### src/rtl/lwe_pkg.sv
// Shared LWE decrypt definitions: default moduli/widths, message row index,
// FSM state encoding and the rounding-offset helper q/(2p).
package lwe_pkg;

  localparam int unsigned DEF_PLAINTEXT_MODULUS  = 64;
  localparam int unsigned DEF_PLAINTEXT_WIDTH    = 6;
  localparam int unsigned DEF_CIPHERTEXT_MODULUS = 1024;
  localparam int unsigned DEF_CIPHERTEXT_WIDTH   = 10;
  localparam int unsigned DEF_DIMENSION          = 10;

  // Row carrying the message-bearing word; every other row is a key term.
  localparam int unsigned MSG_ROW = 1;

  typedef enum logic [1:0] {
    ACCUM = 2'd0,
    ROUND = 2'd1,
    OUT   = 2'd2
  } state_e;

  function automatic int unsigned round_offset(input int unsigned q, input int unsigned p);
    return q / (2 * p);
  endfunction

endpackage

### src/rtl/modq_mac.sv
// Combinational mod-q accumulate step: adds the message word or subtracts c*s.
module modq_mac #(
  parameter int unsigned CIPHERTEXT_WIDTH = 10
) (
  input  logic [CIPHERTEXT_WIDTH-1:0] acc,
  input  logic [CIPHERTEXT_WIDTH-1:0] ciphertext,
  input  logic [CIPHERTEXT_WIDTH-1:0] secretkey,
  input  logic                        is_msg_row,
  output logic [CIPHERTEXT_WIDTH-1:0] acc_next
);

  logic [CIPHERTEXT_WIDTH-1:0] mul_lo;

  // q is a power of two, so mod q is plain truncation to the word width.
  assign mul_lo   = ciphertext * secretkey;
  assign acc_next = is_msg_row ? (acc + ciphertext) : (acc - mul_lo);

endmodule

### src/rtl/decrypt.sv
// LWE decrypt: accumulates a DIMENSION+1 word frame mod q, rounds to plaintext.
// Optional macro DECRYPT_NOISE_OUT_EN adds a registered noise output port.
module decrypt
  import lwe_pkg::*;
#(
  parameter int unsigned PLAINTEXT_MODULUS  = DEF_PLAINTEXT_MODULUS,
  parameter int unsigned PLAINTEXT_WIDTH    = DEF_PLAINTEXT_WIDTH,
  parameter int unsigned CIPHERTEXT_MODULUS = DEF_CIPHERTEXT_MODULUS,
  parameter int unsigned CIPHERTEXT_WIDTH   = DEF_CIPHERTEXT_WIDTH,
  parameter int unsigned DIMENSION          = DEF_DIMENSION
) (
  input  logic                        clk,
  input  logic                        rst,
  input  logic                        in_valid,
  output logic                        in_ready,
  input  logic [CIPHERTEXT_WIDTH-1:0] ciphertext,
  input  logic [CIPHERTEXT_WIDTH-1:0] secretkey,
  output logic                        out_valid,
  input  logic                        out_ready,
  output logic [PLAINTEXT_WIDTH-1:0]  plaintext
`ifdef DECRYPT_NOISE_OUT_EN
  ,
  output logic [CIPHERTEXT_WIDTH-PLAINTEXT_WIDTH-1:0] noise
`endif
);

  localparam int unsigned ROW_W   = (DIMENSION < 2) ? 1 : $clog2(DIMENSION + 1);
  localparam int unsigned NOISE_W = CIPHERTEXT_WIDTH - PLAINTEXT_WIDTH;
  localparam logic [CIPHERTEXT_WIDTH-1:0] ROUND_OFS =
    CIPHERTEXT_WIDTH'(round_offset(CIPHERTEXT_MODULUS, PLAINTEXT_MODULUS));

  state_e                      state_q, state_d;
  logic [ROW_W-1:0]            row_q, row_d;
  logic [CIPHERTEXT_WIDTH-1:0] acc_q, acc_d;
  logic [PLAINTEXT_WIDTH-1:0]  pt_q, pt_d;
  logic                        out_valid_q, out_valid_d;
  logic                        in_ready_q, in_ready_d;
`ifdef DECRYPT_NOISE_OUT_EN
  logic [NOISE_W-1:0]          noise_q, noise_d;
`endif

  logic                        xfer;
  logic                        last_row;
  logic                        is_msg_row;
  logic [CIPHERTEXT_WIDTH-1:0] acc_mac;
  logic [CIPHERTEXT_WIDTH-1:0] acc_rnd;

  assign xfer       = in_valid && in_ready_q;
  assign last_row   = (row_q == ROW_W'(DIMENSION));
  assign is_msg_row = (row_q == ROW_W'(MSG_ROW));
  assign acc_rnd    = acc_q + ROUND_OFS;

  modq_mac #(
    .CIPHERTEXT_WIDTH(CIPHERTEXT_WIDTH)
  ) u_mac (
    .acc        (acc_q),
    .ciphertext (ciphertext),
    .secretkey  (secretkey),
    .is_msg_row (is_msg_row),
    .acc_next   (acc_mac)
  );

  // State and datapath registers; reset dominates every other input.
  always_ff @(posedge clk) begin
    if (rst) begin
      state_q     <= ACCUM;
      row_q       <= '0;
      acc_q       <= '0;
      pt_q        <= '0;
      out_valid_q <= 1'b0;
      in_ready_q  <= 1'b1;
`ifdef DECRYPT_NOISE_OUT_EN
      noise_q     <= '0;
`endif
    end else begin
      state_q     <= state_d;
      row_q       <= row_d;
      acc_q       <= acc_d;
      pt_q        <= pt_d;
      out_valid_q <= out_valid_d;
      in_ready_q  <= in_ready_d;
`ifdef DECRYPT_NOISE_OUT_EN
      noise_q     <= noise_d;
`endif
    end
  end

  // Next-state logic.
  always_comb begin
    state_d = state_q;
    unique case (state_q)
      ACCUM:   if (xfer && last_row) state_d = ROUND;
      ROUND:   state_d = OUT;
      OUT:     if (out_ready) state_d = ACCUM;
      default: state_d = ACCUM;
    endcase
  end

  // Datapath and registered handshake outputs, derived from the next state.
  always_comb begin
    row_d       = row_q;
    acc_d       = acc_q;
    pt_d        = pt_q;
    out_valid_d = (state_d == OUT);
    in_ready_d  = (state_d == ACCUM);
`ifdef DECRYPT_NOISE_OUT_EN
    noise_d     = noise_q;
`endif
    unique case (state_q)
      ACCUM: begin
        if (xfer) begin
          acc_d = acc_mac;
          row_d = last_row ? '0 : row_q + ROW_W'(1);
        end
      end
      ROUND: begin
        pt_d  = acc_rnd[CIPHERTEXT_WIDTH-1 -: PLAINTEXT_WIDTH];
`ifdef DECRYPT_NOISE_OUT_EN
        noise_d = acc_q[NOISE_W-1:0];
`endif
        // acc is already captured; clearing here readies the next frame.
        acc_d = '0;
      end
      OUT: begin
        acc_d = '0;
      end
      default: begin
        row_d = '0;
        acc_d = '0;
      end
    endcase
  end

  assign in_ready  = in_ready_q;
  assign out_valid = out_valid_q;
  assign plaintext = pt_q;
`ifdef DECRYPT_NOISE_OUT_EN
  assign noise     = noise_q;
`endif

endmodule

### config.mk
export PLATFORM = sky130hd
export DESIGN_NAME = decrypt
export DESIGN_NICKNAME = d
export VERILOG_FILES = /design/src/rtl/lwe_pkg.sv /design/src/rtl/modq_mac.sv /design/src/rtl/decrypt.sv
export SDC_FILE = /design/constraint.sdc
export NUM_CORES = 1
export LEC_CHECK = 0
export ABC_AREA = 1
export CAP_MARGIN = 0
export CELL_PAD_IN_SITES_DETAIL_PLACEMENT = 1
export CELL_PAD_IN_SITES_GLOBAL_PLACEMENT = 1
export CORE_MARGIN = 1.5
export CORE_UTILIZATION = 35
export CTS_CLUSTER_SIZE = 20
export DETAILED_ROUTE_END_ITERATION = 6
export GPL_TIMING_DRIVEN = 1
export PLACE_DENSITY_LB_ADDON = 0.1
export SLEW_MARGIN = 15
export SYNTH_ARGS = -nofsm -noshare
export SYNTH_HDL_FRONTEND = slang
export SYNTH_SLANG_ARGS = --single-unit
### constraint.sdc
create_clock -name clk -period 9 [get_ports clk]
set_input_delay 1.35 -clock clk [delete_from_list [all_inputs] [get_ports clk]]
set_output_delay 1.35 -clock clk [all_outputs]
set_load 0.005 [all_outputs]
### Word level (Yosys, flattened, before mapping)

Index checks and enable logic that the tools add are counted.

| word-level totals | value |
|---|---|
| flip-flop bits (word level) | 24 |
| output and inout bits | 8 |
| bits in writable memories | 0 |
| memory bits (read-only) | 0 |
| memories | 0 |
| logic and storage cells | 33 |
| latch bits | 0 |
| bits of input ports | 24 |

| operators by class | value |
|---|---|
| reduce and logical (&&, ||, !) cells | 7 |
| equal/unequal tests | 6 |
| multipliers | 1 |
| multiplexer cells | 7 |
| div/mod/pow operators | 0 |
| add/sub/neg operators | 4 |
| bitwise gates (word level) | 2 |
| shifts and indexed selects | 0 |
| magnitude comparators | 0 |

Operators by type and width:

| kind | number |
|---|---|
| 10-bit adder | 1 |
| 10-bit by 4-bit adder with 10-bit output (second input constant) | 1 |
| 10-bit by 10-bit multiplier with 10-bit output | 1 |
| 10-bit 2-to-1 mux | 1 |
| 10-bit subtractor | 1 |
| 4-bit 2-to-1 mux | 2 |
| 4-bit one-hot mux with 2 select lines | 1 |
| 2-bit one-hot mux with 3 select lines | 1 |
| 4-bit by 1-bit adder with 4-bit output (second input constant) | 1 |
| 2-bit == test (second input constant) | 2 |
| 4-bit by 1-bit == test with 1-bit output (second input constant) | 1 |
| 4-bit == test (second input constant) | 1 |
| 2-bit logical NOT | 2 |
| 2-bit 2-to-1 mux | 2 |
| 2-bit OR reduction | 2 |
| 2-bit by 1-bit == test with 1-bit output (second input constant) | 1 |
| 1-bit logical AND | 2 |
| 2-bit != test (second input constant) | 1 |
| 1-bit inverter | 2 |
| 2-bit AND reduction | 1 |

### Depth between registers and ports, before layout

Gate-level depths: netlist of run 1.

| depth | value |
|---|---|
| word-level depth | 5 |
| depth in mapped cells | 26 |
| depth with buffers taken out | 25 |

### Hierarchy

From an unflattened synthesis of run 1, not the netlist that was laid out.

| second synthesis, totals | value |
|---|---|
| cell total of the unflattened synthesis | 580 |
| area, all modules | 3837.4 um^2 |

Modules (own cells, without submodules):

| module | cells an instance | times used | area an instance (um^2) |
|---|---|---|---|
| modq_mac | 420 | 1 | 2715.1 |
| decrypt | 160 | 1 | 1122.3 |

### Least setup slack after synthesis of run 1

OpenSTA, ideal clock, no wires.

| timing | value |
|---|---|
| path kind | input port to flip-flop |
| start | input secretkey[3] |
| end | register acc_q[8] |
| buffers on the path | 1 |
| data arrival time | 5.227 ns |
| slack | 3.664 ns |
| cell stages on the path | 19 |
| data required time | 8.891 ns |
| path through | buf_2 nand2_1 inv_1 fa_1 fa_1 fa_1 inv_1 fa_1 inv_1 fa_1 inv_1 ha_1 inv_1 o311ai_0 a21oi_1 o21ai_0 nand3_1 nand2_1 inv_1 |

| on the way | value |
|---|---|
| cells in the longest elaborated chain, start to end | 3 |

Ends and longest elaborated chain:

| element | RTL line | RTL |
|---|---|---|
| start, declared | decrypt.sv:17 | `input logic [CIPHERTEXT_WIDTH-1:0] secretkey,` |
| 10-bit by 10-bit multiplier with 10-bit output | modq_mac.sv:15 | `assign mul_lo = ciphertext * secretkey;` |
| 10-bit subtractor | modq_mac.sv:16 | `assign acc_next = is_msg_row ? (acc + ciphertext) : (acc - mul_lo);` |
| 10-bit 2-to-1 mux | modq_mac.sv:16 |  |
| end signal, assigned | decrypt.sv:68 | `acc_q <= '0;` |
| end signal, assigned | decrypt.sv:78 | `acc_q <= acc_d;` |
| end, declared | decrypt.sv:34 | `logic [CIPHERTEXT_WIDTH-1:0] acc_q, acc_d;` |

Every way passes these cells.
A chain may end at the register's enable or synchronous reset.

### Worst setup path in the final report of run 1

| timing | value |
|---|---|
| start | input ciphertext[0] |
| end | register acc_q[8] |

| on the way | value |
|---|---|
| cells in the longest elaborated chain, start to end | 3 |
| elaborated cells between the ends (all ways) | 4 |

Ends and longest elaborated chain:

| element | RTL line | RTL |
|---|---|---|
| start, declared | decrypt.sv:16 | `input logic [CIPHERTEXT_WIDTH-1:0] ciphertext,` |
| 10-bit by 10-bit multiplier with 10-bit output | modq_mac.sv:15 |  |
| 10-bit subtractor | modq_mac.sv:16 |  |
| 10-bit 2-to-1 mux (*) | modq_mac.sv:16 |  |

Mark *: on every way between the ends. The rest lies on a longest branch, timed or not.

==> metrics.txt, run 1 <==
result of the run=complete, no violations; period utilisation layout=67.1%; Hold Path Class=reg2reg; Cell Rows=37; violation count after the first detailed-routing iteration=117; number of antenna violations at the first check in global routing=0; post-detailed-route count of antenna-violating nets=0; cells resized by post-CTS repair=0; I/O pin total=32; largest family of logic cells by synthesized area=adder cells; maximum frequency from static timing analysis=0.166 GHz; Critical Path Slowest Stage Cell=sky130_fd_sc_hd__clkdlybuf4s50_1; Crit path largest cell delay=0.83 ns; Net Count, Synth=660; Tot GR Track Use=19.1%; worst reg2reg setup slack=5.40 ns; layout-stage area growth over the synthesis result=12.1%; worst rel slew slack=59.4%; worst setup path class=in2reg; end of the worst register-to-register path=acc_q[6]; minimum hold slack=0.530 ns; number of warnings issued by yosys=0; number of different library cells in the post-synthesis netlist=35; number of H-tree levels=1; hold path startpoint=row_q[0]; register cell area after layout=480 µm²; via count of the routed design=3457; first-pass GRT wire length=17500 µm; number of buffer cells added on primary ports=31; share of cell area taken by muxes after synthesis=0%; placer's final routability congestion estimate=0.805; final worst path period need=6.04 ns; syn_area_per_cell=6.70 µm²; highest net fanout along the worst path=12; RSZ-0062 raised after global routing=false; Max Cap Viol=0; cell area after technology mapping=3740 µm²; Num Clock Sinks=24; Max VDD drop=213 µV; share of Yosys cell area claimed by the top area cell type=17.6%; max-slew violation count=0; cells taking the most area after synthesis=sky130_fd_sc_hd__fa_1 18%, sky130_fd_sc_hd__ha_1 15%, sky130_fd_sc_hd__inv_1 14%, sky130_fd_sc_hd__nand2_1 13%, sky130_fd_sc_hd__dfxtp_1 13%; final count of negative-setup-slack endpoints=0; Most used DFF post-synth=sky130_fd_sc_hd__dfxtp_1; area share of fa/ha/maj cells after synthesis=32.3%; Crit path arrival time=6.21 ns; final net count=684; fraction of synthesized cell area in xor and xnor cells=3.04%; worst reg-to-reg path cell count=15; sequential cell area fraction in the yosys report=12.8%; post-synthesis compound-gate area fraction=11.6%; GR Overflow Total=0; Static Leakage=2.40 nW; startpoint of the worst register-to-register path=acc_q[3]; final cell count without fillers=717; via count of the first global-routing pass=3664; instance count of the mapped netlist=559; share of flip-flops with an asynchronous set or reset after synthesis=0%; simple-gate share of the synthesized area=23.9%; worst skew pair latency=0.27 ns; instance count along the most critical hold path=2; CP Capture Type=register; Worst Path Required=9.18 ns; placed insts=714; Die Area=11300 µm²; number of flops mapped to enable cells by yosys=0; gate family responsible for the most delay along the worst path=adder cells; top-count cell post-synth=sky130_fd_sc_hd__inv_1; Initial Utilization=36.1%; total length of routed wires=9940 µm; dominant cell type by count on the critical path=sky130_fd_sc_hd__inv_1; leading area contributor after synthesis=sky130_fd_sc_hd__fa_1; vias per inst=4.82; buffer depth of the longest clock path=2; crit path cell chain=clkdlybuf4s50_1 -> nand2_1 -> fa_1 -> fa_1 -> inv_1 -> ha_1 -> inv_1 -> fa_1 -> inv_1 -> fa_1 -> inv_1 -> ha_1 -> inv_1 -> o311ai_0 -> a21oi_1 -> o21ai_0 -> nand3_1 -> nand2_1 -> inv_1; sort of element at the start of the critical path=input port; count of inserted antenna diode cells=0; final hold vios=0; buffers and inverters on the worst path=7; quantity of hold-fixing buffers added after cts=0; Design Area, Final=4200 µm²; Post-CTS Setup Repair Bufs=0; WL/cell=13.9 µm; final clock skew=0.00782 ns; power density cells=315 nW/µm²; Fin Setup TNS=0 ns; sum of internal, switching and leakage power=1.32 mW; flip-flop and latch count after synthesis=24; final setup slack of the worst path=2.96 ns; Die Span Y=106 µm; final core area utilization=40.5%; clock tree from TritonCTS=done; drt drc=0; DPL Wire Length=8540 µm; CTS Root Buffer Type=sky130_fd_sc_hd__clkbuf_8; Place WS=2.62 ns; transition at the pin with the smallest max-transition slack=0.604 ns; post-detailed-placement cell area=4160 µm²; area of the core=10400 µm²; Reg clk slew, reported paths=0.08 ns; crit path launch=ciphertext[0]; area of combinational cells with multiple inputs=2650 µm²; filler cell count=1395; fraction of layout instances using a drive strength above 1=2.24%; Horiz. Die Dim=106 µm; synth cell count leaders=139 x sky130_fd_sc_hd__inv_1, 134 x sky130_fd_sc_hd__nand2_1, 44 x sky130_fd_sc_hd__ha_1; total CTS buffers=3; pin count of the biggest net entering global routing=18; router iterations before antenna repair=4; endpoint with the worst hold slack=row_q[0]
==> per-layer routing <==
| layer | wire, µm | vias up | GRT usage (%) |
|---|---|---|---|
| met2 | 4830 | 33 | 34.5 |
| met1 | 4770 | 1658 | 25.3 |
| li1 | - | 1756 | - |
| met5 | 0 | - | 0 |
| met4 | 103 | 0 | 2.19 |
| met3 | 240 | 10 | 1.78 |
==> state kept, by name, summed over array words and instances, names as in the netlist <==
register	count
plaintext	6
acc_q	10
out_valid	1
state_q	2
in_ready	1
row_q	4
==> report_power, final <==
group	internal [mW]	switching, mW
logic	0.429	0.669
registers	0.127	0.0330
clock network	0.0299	0.0330
==> cells in the final DEF, fill, tap and decap left out <==
| master | synthesis | routed |
|---|---|---|
| sky130_fd_sc_hd__nand4_1 | 3 | 3 |
| sky130_fd_sc_hd__nand3b_1 | 3 | 3 |
| sky130_fd_sc_hd__nand2b_1 | 1 | 1 |
| sky130_fd_sc_hd__nand3_1 | 31 | 31 |
| sky130_fd_sc_hd__nand2_2 | 1 | 1 |
| sky130_fd_sc_hd__dfxtp_1 | 24 | 24 |
| sky130_fd_sc_hd__fa_1 | 33 | 33 |
| sky130_fd_sc_hd__xor2_1 | 12 | 12 |
| sky130_fd_sc_hd__a21oi_2 | 1 | 1 |
| sky130_fd_sc_hd__nor4_4 | 1 | 1 |
| sky130_fd_sc_hd__a21oi_1 | 28 | 28 |
| sky130_fd_sc_hd__a21o_1 | 1 | 1 |
| sky130_fd_sc_hd__clkdlybuf4s50_1 | 0 | 31 |
| sky130_fd_sc_hd__ha_1 | 44 | 44 |
| sky130_fd_sc_hd__o311ai_0 | 2 | 2 |
| sky130_fd_sc_hd__o211ai_1 | 5 | 5 |
| sky130_fd_sc_hd__inv_1 | 139 | 139 |
| sky130_fd_sc_hd__clkbuf_8 | 0 | 3 |
| sky130_fd_sc_hd__or2_0 | 1 | 1 |
| sky130_fd_sc_hd__o21ai_0 | 19 | 19 |
| sky130_fd_sc_hd__a31oi_1 | 4 | 4 |
| sky130_fd_sc_hd__inv_2 | 5 | 5 |
| sky130_fd_sc_hd__xnor2_1 | 1 | 1 |
| sky130_fd_sc_hd__nor3_1 | 6 | 6 |
| sky130_fd_sc_hd__o21bai_1 | 4 | 4 |
| sky130_fd_sc_hd__o221ai_1 | 1 | 1 |
| sky130_fd_sc_hd__o21a_1 | 1 | 1 |
| sky130_fd_sc_hd__nor2_1 | 30 | 30 |
| sky130_fd_sc_hd__nand2_1 | 134 | 134 |
| sky130_fd_sc_hd__a221oi_1 | 1 | 1 |
| sky130_fd_sc_hd__or2_2 | 2 | 2 |
| sky130_fd_sc_hd__o21ai_1 | 8 | 8 |
| sky130_fd_sc_hd__a211oi_1 | 1 | 1 |
==> final cells by class <==
class | count | share of cell area, %
Multi-Input combinational cell | 379 | 63.2
Clock buffer | 3 | 0.984
Inverter | 144 | 12.9
Tap cell | 136 | 4.05
Sequential cell | 24 | 11.4
Timing Repair Buffer | 31 | 7.39
==> tightest hold or removal path, delay by kind of cell, from the launching register on <==
kind,cells,cell delay [ns]
AND/OR/NAND/NOR,2,0.15
flip-flops,1,0.34
==> cell families (layout without fill, tap and decap cells) <==
logic type,after synthesis,in the layout
AND/OR/NAND/NOR,213,213
buffers and inverters,156,178
adder cells (fa/ha/maj),77,77
AO/OA/AOI/OAI,76,76
flip-flops,24,24
XOR/XNOR,13,13
==> how the worst max path moves through the flow <==
stage	endpoint	slack, ns	cells past startpoint
2_1_floorplan	acc_q[8]	3.66	19
3_3_place_gp	acc_q[8]	2.75	19
3_5_place_dp	acc_q[8]	2.62	19
4_1_cts	acc_q[8]	2.89	19
5_1_grt	acc_q[8]	2.64	19
6_report	acc_q[8]	2.96	19
Power figures use the tool's default switching activity.
==> inputs of run 2 (changes only) <==
==> constraint.sdc (replaced) <==
create_clock -name clk -period 6.2 [get_ports clk]
set_input_delay 0.93 -clock clk [delete_from_list [all_inputs] [get_ports clk]]
set_output_delay 0.93 -clock clk [all_outputs]
set_load 0.005 [all_outputs]
==> metrics.txt, run 2 (synthesis results as in run 1) <==
drt drc=0 (unchanged); worst skew pair latency=0.26 ns (about the same); layout-stage area growth over the synthesis result=13.1%; Max Cap Viol=0 (unchanged); CTS Root Buffer Type=sky130_fd_sc_hd__clkbuf_8; via count of the first global-routing pass=3698 (+0.93%); number of antenna violations at the first check in global routing=0 (unchanged); most used routing layer in global routing=met2; global-route track usage on met2=36.4% (+1.9 points); part of the power in the clock network=4.8% (about the same); I/O pin total=32 (unchanged); Horiz. Die Dim=106 µm (unchanged); total length of routed wires=10200 µm (+2.7%); Reg clk slew, reported paths=0.08 ns (about the same); fraction of layout instances using a drive strength above 1=3.07% (+0.83 points); Die Area=11300 µm² (unchanged); most common cell after layout, fill and taps aside=sky130_fd_sc_hd__inv_1; clock tree from TritonCTS=done; GR met3 Demand/Resource=1.72% (-0.061 points); period utilisation layout=88.7%; Worst Path Required=6.37 ns (-2.81 ns); Post-CTS Setup Repair Bufs=0 (unchanged); post-detailed-route count of antenna-violating nets=0 (unchanged); most used cells in the layout excluding fill and tap cells=139 x sky130_fd_sc_hd__inv_1, 134 x sky130_fd_sc_hd__nand2_1, 44 x sky130_fd_sc_hd__ha_1, 33 x sky130_fd_sc_hd__fa_1; RSZ-0062 raised after global routing=false; cells resized by post-CTS repair=0 (unchanged); highest net fanout along the worst path=8 (-4); router iterations before antenna repair=4 (unchanged); Static Leakage=2.42 nW (+1.0%); final hold vios=0 (unchanged); result of the run=complete, no violations; worst setup path class=in2reg; number of H-tree levels=1 (unchanged); Tot GR Track Use=19.6% (+0.55 points); Reg with most FFs=acc_q; number of flip-flops in the largest register=10 (unchanged); Max VDD drop=298 µV (+40%); sort of element at the start of the critical path=input port; reported net switching power=1.04 mW (+42%); buffer depth of the longest clock path=2 (unchanged); sum of internal, switching and leakage power=1.90 mW (+44%); worst reg-to-reg path cell count=15 (unchanged); share of total power consumed by net switching=54.8% (-0.79 points); count of inserted antenna diode cells=0 (unchanged); Hold Path Class=reg2reg; Cell Rows=37 (unchanged); max-slew violation count=0 (unchanged); met1 track utilization from global routing=25.5% (+0.13 points); Die Span Y=106 µm (unchanged); instance count along the most critical hold path=2 (unchanged); total CTS buffers=3 (unchanged); Fin Setup TNS=0 ns (unchanged); CP Capture Type=register; WL/cell=14.1 µm (+2.0%); internal power summed over all cells=856 µW (+46%); power density cells=448 nW/µm² (+42%); violation count after the first detailed-routing iteration=109 (-6.8%); transition at the pin with the smallest max-transition slack=0.635 ns (+0.0308 ns); final clock skew=0.00649 ns (-0.00133 ns); quantity of hold-fixing buffers added after cts=0 (unchanged); DPL Wire Length=8820 µm (+3.3%); GR Overflow Total=0 (unchanged); portion of total power attributed to sequential cells=12.3% (+0.2 points); first-pass GRT wire length=17800 µm (+1.7%); placer's final routability congestion estimate=0.837 (+3.9%); final count of negative-setup-slack endpoints=0 (unchanged); fraction of power consumed by combinational cells=82.9% (-0.2 points); via count of the routed design=3435 (-0.64%); pin count of the biggest net entering global routing=18 (unchanged); area of the core=10400 µm² (unchanged); vias per inst=4.76 (-1.3%); Num Clock Sinks=24 (unchanged); worst rel slew slack=57.4% (-2.1 points); final worst path period need=5.50 ns; number of buffer cells added on primary ports=31 (unchanged); maximum frequency from static timing analysis=0.182 GHz; Crit path arrival time=5.67 ns (-0.54 ns); Initial Utilization=36.1% (unchanged); final net count=689 (+0.73%)
## run 2: per-layer routing
layer	up-vias	part of all wire [%]
met5	-	0
met3	6	2.2
met2	37	50
met4	0	0.64
met1	1624	47
li1	1768	-
## run 2: cell type report
class	instances	area (µm²)
fillers	1371	6140
well taps	136	170
flip-flops and latches	24	480
inverters	144	541
clock buffers	3	41.3
repair buffers	36	348
multi-input cells	379	2650
## run 2: worst paths after layout
check	from	to	slack, ns
max	ciphertext[4]	acc_q[8]	0.70
min reg2reg	row_q[0]	row_q[0]	0.53
max reg2reg	acc_q[5]	acc_q[8]	2.54
min	row_q[0]	row_q[0]	0.53
## run 2: stage by stage
step / std cells / util, % / hold WS (ns) / area [µm²] / setup slack (ns)
2_1_floorplan: 559 / - / 0.493 / 3740 / 1.28
3_3_place_gp: 719 / 40.4 / 0.499 / 4190 / 0.457
5_1_grt: 722 / 40.8 / 0.567 / 4230 / 0.365
4_1_cts: 722 / 40.8 / 0.538 / 4230 / 0.674
6_report: 722 / 40.8 / 0.532 / 4230 / 0.698
3_5_place_dp: 719 / 40.4 / 0.519 / 4190 / 0.398
## run 2: power by group through the flow
stage               combinational [mW]  clock (mW)  sequential [mW]
floorplan                         1.21           0            0.219
global placement                  1.54           0            0.238
detailed placement                1.57           0            0.239
CTS                               1.59      0.0968            0.236
global route                      1.85       0.103            0.239
finish                            1.57      0.0912            0.233
## run 2: worst max-delay path, cell delays in order
cell	delay (ns)
sky130_fd_sc_hd__clkdlybuf4s50_1	0.72
sky130_fd_sc_hd__nand2_1	0.11
sky130_fd_sc_hd__inv_1	0.09
sky130_fd_sc_hd__fa_1	0.44
sky130_fd_sc_hd__fa_1	0.44
sky130_fd_sc_hd__fa_1	0.52
sky130_fd_sc_hd__inv_1	0.05
sky130_fd_sc_hd__fa_1	0.48
sky130_fd_sc_hd__inv_1	0.06
sky130_fd_sc_hd__fa_1	0.52
sky130_fd_sc_hd__inv_1	0.04
sky130_fd_sc_hd__ha_1	0.36
sky130_fd_sc_hd__inv_1	0.07
sky130_fd_sc_hd__o311ai_0	0.42
sky130_fd_sc_hd__a21oi_1	0.11
sky130_fd_sc_hd__o21ai_0	0.10
sky130_fd_sc_hd__nand3_1	0.09
sky130_fd_sc_hd__nand2_1	0.08
sky130_fd_sc_hd__inv_1	0.04
